File: src/rtl/gencon_wide_pkg.sv
// Shared types and helpers for the parametrised signed calculator controller.
package gencon_wide_pkg;

    typedef enum logic [2:0] {
        ENTRY_A = 3'd0,
        OP_WAIT = 3'd1,
        COMPUTE = 3'd2,
        ENTRY_B = 3'd3,
        DONE    = 3'd4
    } state_t;

    localparam logic [2:0] OP_ADD = 3'b001;
    localparam logic [2:0] OP_SUB = 3'b010;
    localparam logic [2:0] OP_MUL = 3'b100;

    // Largest positive value representable in width signed bits.
    function automatic logic [63:0] max_pos(input int unsigned width);
        return (64'd1 << (width - 1)) - 64'd1;
    endfunction

    // Magnitude of the most negative value representable in width signed bits.
    function automatic logic [63:0] min_neg(input int unsigned width);
        return 64'd1 << (width - 1);
    endfunction

    function automatic logic is_op(input logic [2:0] code);
        return (code == OP_ADD) || (code == OP_SUB) || (code == OP_MUL);
    endfunction

endpackage

File: src/rtl/gencon_wide_seq_mult.sv
// Unsigned shift-add multiplier, one multiplier bit per cycle; done pulses
// for one cycle alongside the final product.
module seq_mult #(
    parameter int unsigned WIDTH = 16
) (
    input  logic                 clk,
    input  logic                 nRST,
    input  logic                 start,
    input  logic [WIDTH-1:0]     a,
    input  logic [WIDTH-1:0]     b,
    output logic                 done,
    output logic [2*WIDTH-1:0]   product
);

    localparam int unsigned PW = 2 * WIDTH;
    localparam int unsigned CW = $clog2(WIDTH + 1);

    logic [PW-1:0]    prod_q, prod_d;
    logic [PW-1:0]    mcand_q, mcand_d;
    logic [WIDTH-1:0] mplier_q, mplier_d;
    logic [CW-1:0]    cnt_q, cnt_d;
    logic             busy_q, busy_d;
    logic             done_q, done_d;

    always_comb begin
        prod_d   = prod_q;
        mcand_d  = mcand_q;
        mplier_d = mplier_q;
        cnt_d    = cnt_q;
        busy_d   = busy_q;
        done_d   = 1'b0;
        if (start) begin
            prod_d   = '0;
            mcand_d  = {{WIDTH{1'b0}}, a};
            mplier_d = b;
            cnt_d    = CW'(WIDTH);
            busy_d   = 1'b1;
        end else if (busy_q) begin
            if (mplier_q[0]) begin
                prod_d = prod_q + mcand_q;
            end
            mcand_d  = mcand_q << 1;
            mplier_d = mplier_q >> 1;
            cnt_d    = cnt_q - CW'(1);
            if (cnt_q == CW'(1)) begin
                busy_d = 1'b0;
                done_d = 1'b1;
            end
        end
    end

    always_ff @(posedge clk) begin
        if (!nRST) begin
            prod_q   <= '0;
            mcand_q  <= '0;
            mplier_q <= '0;
            cnt_q    <= '0;
            busy_q   <= 1'b0;
            done_q   <= 1'b0;
        end else begin
            prod_q   <= prod_d;
            mcand_q  <= mcand_d;
            mplier_q <= mplier_d;
            cnt_q    <= cnt_d;
            busy_q   <= busy_d;
            done_q   <= done_d;
        end
    end

    assign done    = done_q;
    assign product = prod_q;

endmodule

File: src/rtl/gencon_wide.sv
// Signed keypad calculator controller: operand entry with range checking,
// add/sub/multiply, overflow flag with saturate or wrap.
module gencon_wide
    import gencon_wide_pkg::*;
#(
    parameter int unsigned WIDTH      = 16,
    parameter bit          SAT_MODE   = 1'b0,
    parameter int unsigned MAX_DIGITS = 5
) (
    input  logic             clk,
    input  logic             nRST,
    input  logic [3:0]       keypad_input,
    input  logic             read_input,
    input  logic [2:0]       operator_input,
    input  logic             equal_input,
    input  logic             clear_input,
    output logic             complete,
    output logic             overflow,
    output logic [WIDTH-1:0] display_output,
    output logic [2:0]       tb_current_state
);

    localparam int unsigned MW   = WIDTH + 4;
    localparam int unsigned PW   = 2 * WIDTH;
    localparam int unsigned CNTW = $clog2(MAX_DIGITS + 1);

    localparam logic [MW-1:0]    LIM_POS  = MW'(max_pos(WIDTH));
    localparam logic [MW-1:0]    LIM_NEG  = MW'(min_neg(WIDTH));
    localparam logic [PW-1:0]    PLIM_POS = PW'(max_pos(WIDTH));
    localparam logic [PW-1:0]    PLIM_NEG = PW'(min_neg(WIDTH));
    localparam logic [WIDTH-1:0] SAT_POS  = {1'b0, {(WIDTH-1){1'b1}}};
    localparam logic [WIDTH-1:0] SAT_NEG  = {1'b1, {(WIDTH-1){1'b0}}};

    state_t            state_q, state_d;
    logic [WIDTH-1:0]  mag_a_q, mag_a_d, mag_b_q, mag_b_d;
    logic              sign_a_q, sign_a_d, sign_b_q, sign_b_d;
    logic [CNTW-1:0]   cnt_a_q, cnt_a_d, cnt_b_q, cnt_b_d;
    logic [2:0]        op_q, op_d;
    logic [WIDTH-1:0]  result_q, result_d;
    logic              ovf_q, ovf_d;
    logic              fin_q, fin_d;

    logic [WIDTH-1:0]  cur_mag;
    logic              cur_sign;
    logic [CNTW-1:0]   cur_cnt;
    logic [MW-1:0]     mag_next;
    logic              digit_ok;
    logic              restart;

    logic [WIDTH-1:0]  sval_a, sval_b;
    logic [WIDTH:0]    sum;
    logic              ovf_as;
    logic [WIDTH-1:0]  res_as;

    logic              mul_start, mul_done, mul_rst_n, mul_neg, ovf_m;
    logic [PW-1:0]     product;
    logic [WIDTH-1:0]  res_m, wrap_m;

    assign mul_rst_n = nRST & ~clear_input;

    seq_mult #(.WIDTH(WIDTH)) u_mult (
        .clk     (clk),
        .nRST    (mul_rst_n),
        .start   (mul_start),
        .a       (mag_a_q),
        .b       (mag_b_q),
        .done    (mul_done),
        .product (product)
    );

    // In DONE the operand under entry is a fresh, empty A.
    always_comb begin
        cur_mag  = mag_a_q;
        cur_sign = sign_a_q;
        cur_cnt  = cnt_a_q;
        if (state_q == ENTRY_B) begin
            cur_mag  = mag_b_q;
            cur_sign = sign_b_q;
            cur_cnt  = cnt_b_q;
        end else if (state_q == DONE) begin
            cur_mag  = '0;
            cur_sign = 1'b0;
            cur_cnt  = '0;
        end
        mag_next = {4'b0000, cur_mag} * MW'(10) + {{WIDTH{1'b0}}, keypad_input};
        digit_ok = (keypad_input <= 4'd9) && (cur_cnt < CNTW'(MAX_DIGITS)) &&
                   (mag_next <= (cur_sign ? LIM_NEG : LIM_POS));
    end

    always_comb begin
        sval_a = sign_a_q ? -mag_a_q : mag_a_q;
        sval_b = sign_b_q ? -mag_b_q : mag_b_q;
        if (op_q == OP_SUB) begin
            sum = {sval_a[WIDTH-1], sval_a} - {sval_b[WIDTH-1], sval_b};
        end else begin
            sum = {sval_a[WIDTH-1], sval_a} + {sval_b[WIDTH-1], sval_b};
        end
        ovf_as = sum[WIDTH] ^ sum[WIDTH-1];
        res_as = sum[WIDTH-1:0];
        if (ovf_as && SAT_MODE) begin
            res_as = sum[WIDTH] ? SAT_NEG : SAT_POS;
        end

        mul_neg = (sign_a_q ^ sign_b_q) && (product != '0);
        ovf_m   = product > (mul_neg ? PLIM_NEG : PLIM_POS);
        wrap_m  = mul_neg ? -product[WIDTH-1:0] : product[WIDTH-1:0];
        res_m   = wrap_m;
        if (ovf_m && SAT_MODE) begin
            res_m = mul_neg ? SAT_NEG : SAT_POS;
        end
    end

    always_comb begin
        state_d   = state_q;
        mag_a_d   = mag_a_q;
        mag_b_d   = mag_b_q;
        sign_a_d  = sign_a_q;
        sign_b_d  = sign_b_q;
        cnt_a_d   = cnt_a_q;
        cnt_b_d   = cnt_b_q;
        op_d      = op_q;
        result_d  = result_q;
        ovf_d     = ovf_q;
        fin_d     = fin_q;
        mul_start = 1'b0;

        // A digit in DONE wipes everything first; the DONE branch then loads it into A.
        restart = (state_q == DONE) && read_input && (keypad_input <= 4'd9);
        if (clear_input || restart) begin
            state_d  = ENTRY_A;
            mag_a_d  = '0;
            mag_b_d  = '0;
            sign_a_d = 1'b0;
            sign_b_d = 1'b0;
            cnt_a_d  = '0;
            cnt_b_d  = '0;
            op_d     = '0;
            result_d = '0;
            ovf_d    = 1'b0;
            fin_d    = 1'b0;
        end

        if (!clear_input) begin
            unique case (state_q)
                ENTRY_A, ENTRY_B: begin
                    if (read_input) begin
                        if (digit_ok) begin
                            if (state_q == ENTRY_B) begin
                                mag_b_d = mag_next[WIDTH-1:0];
                                cnt_b_d = cnt_b_q + CNTW'(1);
                            end else begin
                                mag_a_d = mag_next[WIDTH-1:0];
                                cnt_a_d = cnt_a_q + CNTW'(1);
                            end
                        end
                    end else if (operator_input != 3'b000) begin
                        if (operator_input == OP_ADD && cur_cnt == '0) begin
                            if (state_q == ENTRY_B) sign_b_d = ~sign_b_q;
                            else                    sign_a_d = ~sign_a_q;
                        end else if (state_q == ENTRY_A && is_op(operator_input) &&
                                     cnt_a_q != '0) begin
                            op_d    = operator_input;
                            state_d = OP_WAIT;
                        end
                    end else if (equal_input && state_q == ENTRY_B && cnt_b_q != '0) begin
                        state_d = COMPUTE;
                        fin_d   = 1'b0;
                    end
                end
                OP_WAIT: begin
                    if (operator_input == 3'b000) state_d = ENTRY_B;
                end
                COMPUTE: begin
                    if (op_q == OP_MUL) begin
                        if (!fin_q) begin
                            mul_start = 1'b1;
                            fin_d     = 1'b1;
                        end else if (mul_done) begin
                            result_d = res_m;
                            ovf_d    = ovf_m;
                            state_d  = DONE;
                        end
                    end else if (!fin_q) begin
                        result_d = res_as;
                        ovf_d    = ovf_as;
                        fin_d    = 1'b1;
                    end else begin
                        state_d = DONE;
                    end
                end
                DONE: begin
                    if (restart && digit_ok) begin
                        mag_a_d = mag_next[WIDTH-1:0];
                        cnt_a_d = CNTW'(1);
                    end
                end
                default: state_d = ENTRY_A;
            endcase
        end
    end

    always_ff @(posedge clk) begin
        if (!nRST) begin
            state_q  <= ENTRY_A;
            mag_a_q  <= '0;
            mag_b_q  <= '0;
            sign_a_q <= 1'b0;
            sign_b_q <= 1'b0;
            cnt_a_q  <= '0;
            cnt_b_q  <= '0;
            op_q     <= '0;
            result_q <= '0;
            ovf_q    <= 1'b0;
            fin_q    <= 1'b0;
        end else begin
            state_q  <= state_d;
            mag_a_q  <= mag_a_d;
            mag_b_q  <= mag_b_d;
            sign_a_q <= sign_a_d;
            sign_b_q <= sign_b_d;
            cnt_a_q  <= cnt_a_d;
            cnt_b_q  <= cnt_b_d;
            op_q     <= op_d;
            result_q <= result_d;
            ovf_q    <= ovf_d;
            fin_q    <= fin_d;
        end
    end

    always_comb begin
        unique case (state_q)
            ENTRY_A:                   display_output = sval_a;
            OP_WAIT, ENTRY_B, COMPUTE: display_output = sval_b;
            DONE:                      display_output = result_q;
            default:                   display_output = '0;
        endcase
    end

    assign complete         = (state_q == DONE);
    assign overflow         = (state_q == DONE) & ovf_q;
    assign tb_current_state = state_q;

endmodule

File: config.mk
export PLATFORM = sky130hd
export DESIGN_NAME = gencon_wide
export DESIGN_NICKNAME = d
export VERILOG_FILES = /design/src/rtl/gencon_wide_pkg.sv /design/src/rtl/gencon_wide_seq_mult.sv /design/src/rtl/gencon_wide.sv
export SDC_FILE = /design/constraint.sdc
export NUM_CORES = 1
export LEC_CHECK = 0
export CORE_MARGIN = 8
export CORE_UTILIZATION = 55
export CTS_BUF_LIST = sky130_fd_sc_hd__clkbuf_2 sky130_fd_sc_hd__clkbuf_4 sky130_fd_sc_hd__clkbuf_8
export DETAILED_ROUTE_END_ITERATION = 7
export DONT_BUFFER_PORTS = 1
export PLACE_DENSITY = 0.71
export SLEW_MARGIN = 40
export SYNTH_ARGS = -nofsm -noshare
export SYNTH_HDL_FRONTEND = slang
export SYNTH_SLANG_ARGS = --single-unit
File: constraint.sdc
create_clock -name clk -period 6 [get_ports clk]
set_input_delay 1.2 -clock clk [delete_from_list [all_inputs] [get_ports clk]]
set_output_delay 1.2 -clock clk [all_outputs]
set_load 0.02 [all_outputs]
==> flow_summary.toml <==
[outcome]
status = "complete, no violations"

[die]
start_util_pct = 55.6
dieArea_mm2 = 0.0278
die_x_um = 167
io-pin-count = 33
fp-row-count = 55
coreArea_mm2 = 0.0225
die_y_um = 167

[synth]
synth_cell_type_count = 79
postSynthAreaPerCell_um2 = 7.80
synth_edf_count = 0
ys.warnings.count = 0
ys_dominant_reg_cell = "dfxtp_1"
yosysSeqAreaShare_pct = 24.2
yosys_register_bits = 151
synth_fp_nets = 1739
async_flop_share_pct = 0
syn_inst = 1604
synth_area_mm2 = 0.0125

[grt]
grt.total_usage_pct = 25.0
antenna_found_initial = 0
grt_pass1_vias = 10864
overflow = 0
grt_pass1_wl_mm = 57.1
grt_max_degree = 65

[final_layout]
num-nets-final = 1719
final_cell_area_mm2 = 0.0134
final_cell_mix = "nand2_1 (150), dfxtp_1 (148), a21oi_1 (146)"
layout_commonest_cell = "nand2_1"
n_antenna_cell = 0
syn_to_final_growth_pct = 7.41
layout-drive-gt1-share_pct = 8.45

[clock_network]
cts.reportedPaths.clkPinSlew_ns = 0.10
h-tree-depth = 4
clock-root-buffer = "clkbuf_8"
worstSkewPairLatency_ns = 0.47
cts_tree = "done"
numCtsBuffers = 17
holdBufCountCts = 0
clockBufferDepth = 2
clock_sinks = 151

[detailed_routing]
drtAntennaViolNets = 0
route.detailed.drc = 0
post_drt_wl_per_cell_um = 19.0
drt_iter0_drc = 1132
vias_per_cell = 6.30
wl_mm = 35.8
dr.pass1.iters = 5
route.vias.total = 11848

[critical_path]
r2r-start = "tb_current_state[0]"
critPathKind = "register to register"
required_ns = 6.34
r2r_setup_slack_ns = 0.18
crit_path_start_kind = "register"
rr_worst_depth = 26
cp_data_arrival_time_ns = 6.16
r2r_end = "mag_b_q[2]"
crit_start = "tb_current_state[0]"
cp-endpoint = "mag_b_q[2]"
cp_max_fo = 31
end_kind = "register"

[placement]
dp_hpwl_mm = 27.1
routabilityCongestion = 0.961
port_buffers = 0
placed_cell_area_mm2 = 0.0129

[power]
power_density_mw_per_mm2 = 150
ir_drop_v = 0.000104
leakagePower_nw = 5.30

[timing]
final_max_slew_viol_count = 0
setup_viol = 0
fmax_mhz = 172
worst_pin_slew_ns = 0.830
finalClockSkew_ns = 0.0179
slew_headroom_pct = 44.1
finalHoldViolCount = 0
fin_crit_sh_pct = 97.0
finalSetupTns_ns = 0
period_needed_ns = 5.82

[flow_run]
maxCapViolCount = 0

[worst_hold_path]
hold_class = "register to register"
==> worst min-delay path by stage <==
stage | to | startpoint | cells past startpoint | slack [ns]
finish | result_q[0] | result_q[0] | 2 | 0.48
global route | result_q[0] | result_q[0] | 2 | 0.50
CTS | result_q[0] | result_q[0] | 2 | 0.48
detailed placement | result_q[0] | result_q[0] | 2 | 0.46
global placement | result_q[0] | result_q[0] | 2 | 0.45
floorplan | result_q[0] | result_q[0] | 2 | 0.43
==> metrics by stage <==
step | power [mW] | setup WS [ns] | util (%) | hold slack, ns | std cells
final | 2.02 | 0.182 | 59.7 | 0.478 | 1882
after global placement | 1.15 | 0.199 | 57.1 | 0.454 | 1843
after detailed placement | 1.15 | -0.00538 | 57.2 | 0.464 | 1843
after global routing | 2.08 | -0.0469 | 59.7 | 0.495 | 1882
after CTS | 2.03 | 0.0236 | 59.3 | 0.480 | 1876
after floorplan | 1.12 | 0.0384 | - | 0.431 | 1604
==> cell usage after synthesis, drive strengths merged, types with 14 or more instances <==
cell type  instances  share of area, %
nand2            152               4.6
nor2             146               4.4
xnor2             76               5.3
or3               28               1.4
a21o              20               1.2
a31oi             18              0.90
nor3              41               1.7
inv               40               1.2
mux2i             55               4.4
nand2b            16              0.80
ha               119                12
a22o              28               2.0
dfxtp            151                24
a211oi            47               2.8
clkbuf            68               2.0
a21oi            147               5.9
o21a              22               1.3
o21ai             91               3.6
o211ai            14              0.84
xor2              41               3.0
nand3             59               2.4
buf               20              0.87
nand3b            16              0.96
o31ai             22               1.5
nor2b             18              0.90
nand4             14              0.70
==> registers in the layout, summed over array words and instances (netlist names), 3 cells and up <==
signal and count:
u_mult.mcand_q 32, u_mult.product 32, mag_a_q 16, mag_b_q 16, result_q 16, u_mult.mplier_q 16
u_mult.cnt_q 5, cnt_a_q 3, cnt_b_q 3, op_q 3, tb_current_state 3
==> cell type report <==
type                    count  area [um2]
clock buffers              17         234
repair buffers             49         375
well taps                 285         357
clock inverters            15         208
inverters                  41         155
multi-input cells        1324        9090
flip-flops and latches    151        3030
fillers                  2060        9060
==> cell families after synthesis <==
logic type | after synthesis | share of synthesized area [%]
AO/OA/AOI/OAI | 470 | 24.5
XOR/XNOR | 118 | 8.49
adder cells (fa/ha/maj) | 123 | 12.5
buffers and inverters | 129 | 4.14
flip-flops | 151 | 24.2
multiplexers | 56 | 4.49
AND/OR/NAND/NOR | 557 | 21.7
==> where the power goes <==
part	internal, mW	total [mW]	switching, mW
sequential	1.00	1.01	0.00275
combinational	0.0445	0.129	0.0846
clock	0.430	0.882	0.452
total	1.48	2.02	0.539
==> critical path, cell delays in order, from the launching register on <==
cell and delay [ns]:
dfxtp_2 0.36, nor2b_2 0.16, and2_4 0.18, buf_6 0.16
mux2i_1 0.19, nor2_1 0.09, ha_1 0.28, ha_2 0.21
fa_2 0.56, nand2_2 0.09, nor3_1 0.16, mux2i_1 0.14
or4_4 0.57, a211oi_4 0.21, xor2_1 0.21, ha_1 0.28
a21o_1 0.18, a21o_1 0.19, a21oi_2 0.17, nand4_1 0.15
a211oi_2 0.25, o21a_1 0.21, o211a_1 0.20, buf_6 0.22
nor2_1 0.07, a21oi_1 0.12, nor2_1 0.05
==> routing by layer <==
layer	up-vias	GRT usage [%]	share of wire, %
li1	5833	-	-
met5	-	0	0
met3	72	4.40	6.3
met2	406	39.6	45
met4	0	10.6	3.7
met1	5537	32.9	45
==> repair_timing <==
action / 4_1_cts / 5_1_grt
setup endpoints to repair: 4 / 38
setup buffers: 1 / 6
resized for setup: 4 / 14
pin swaps: 1 / 5
Power figures use the tool's default switching activity.
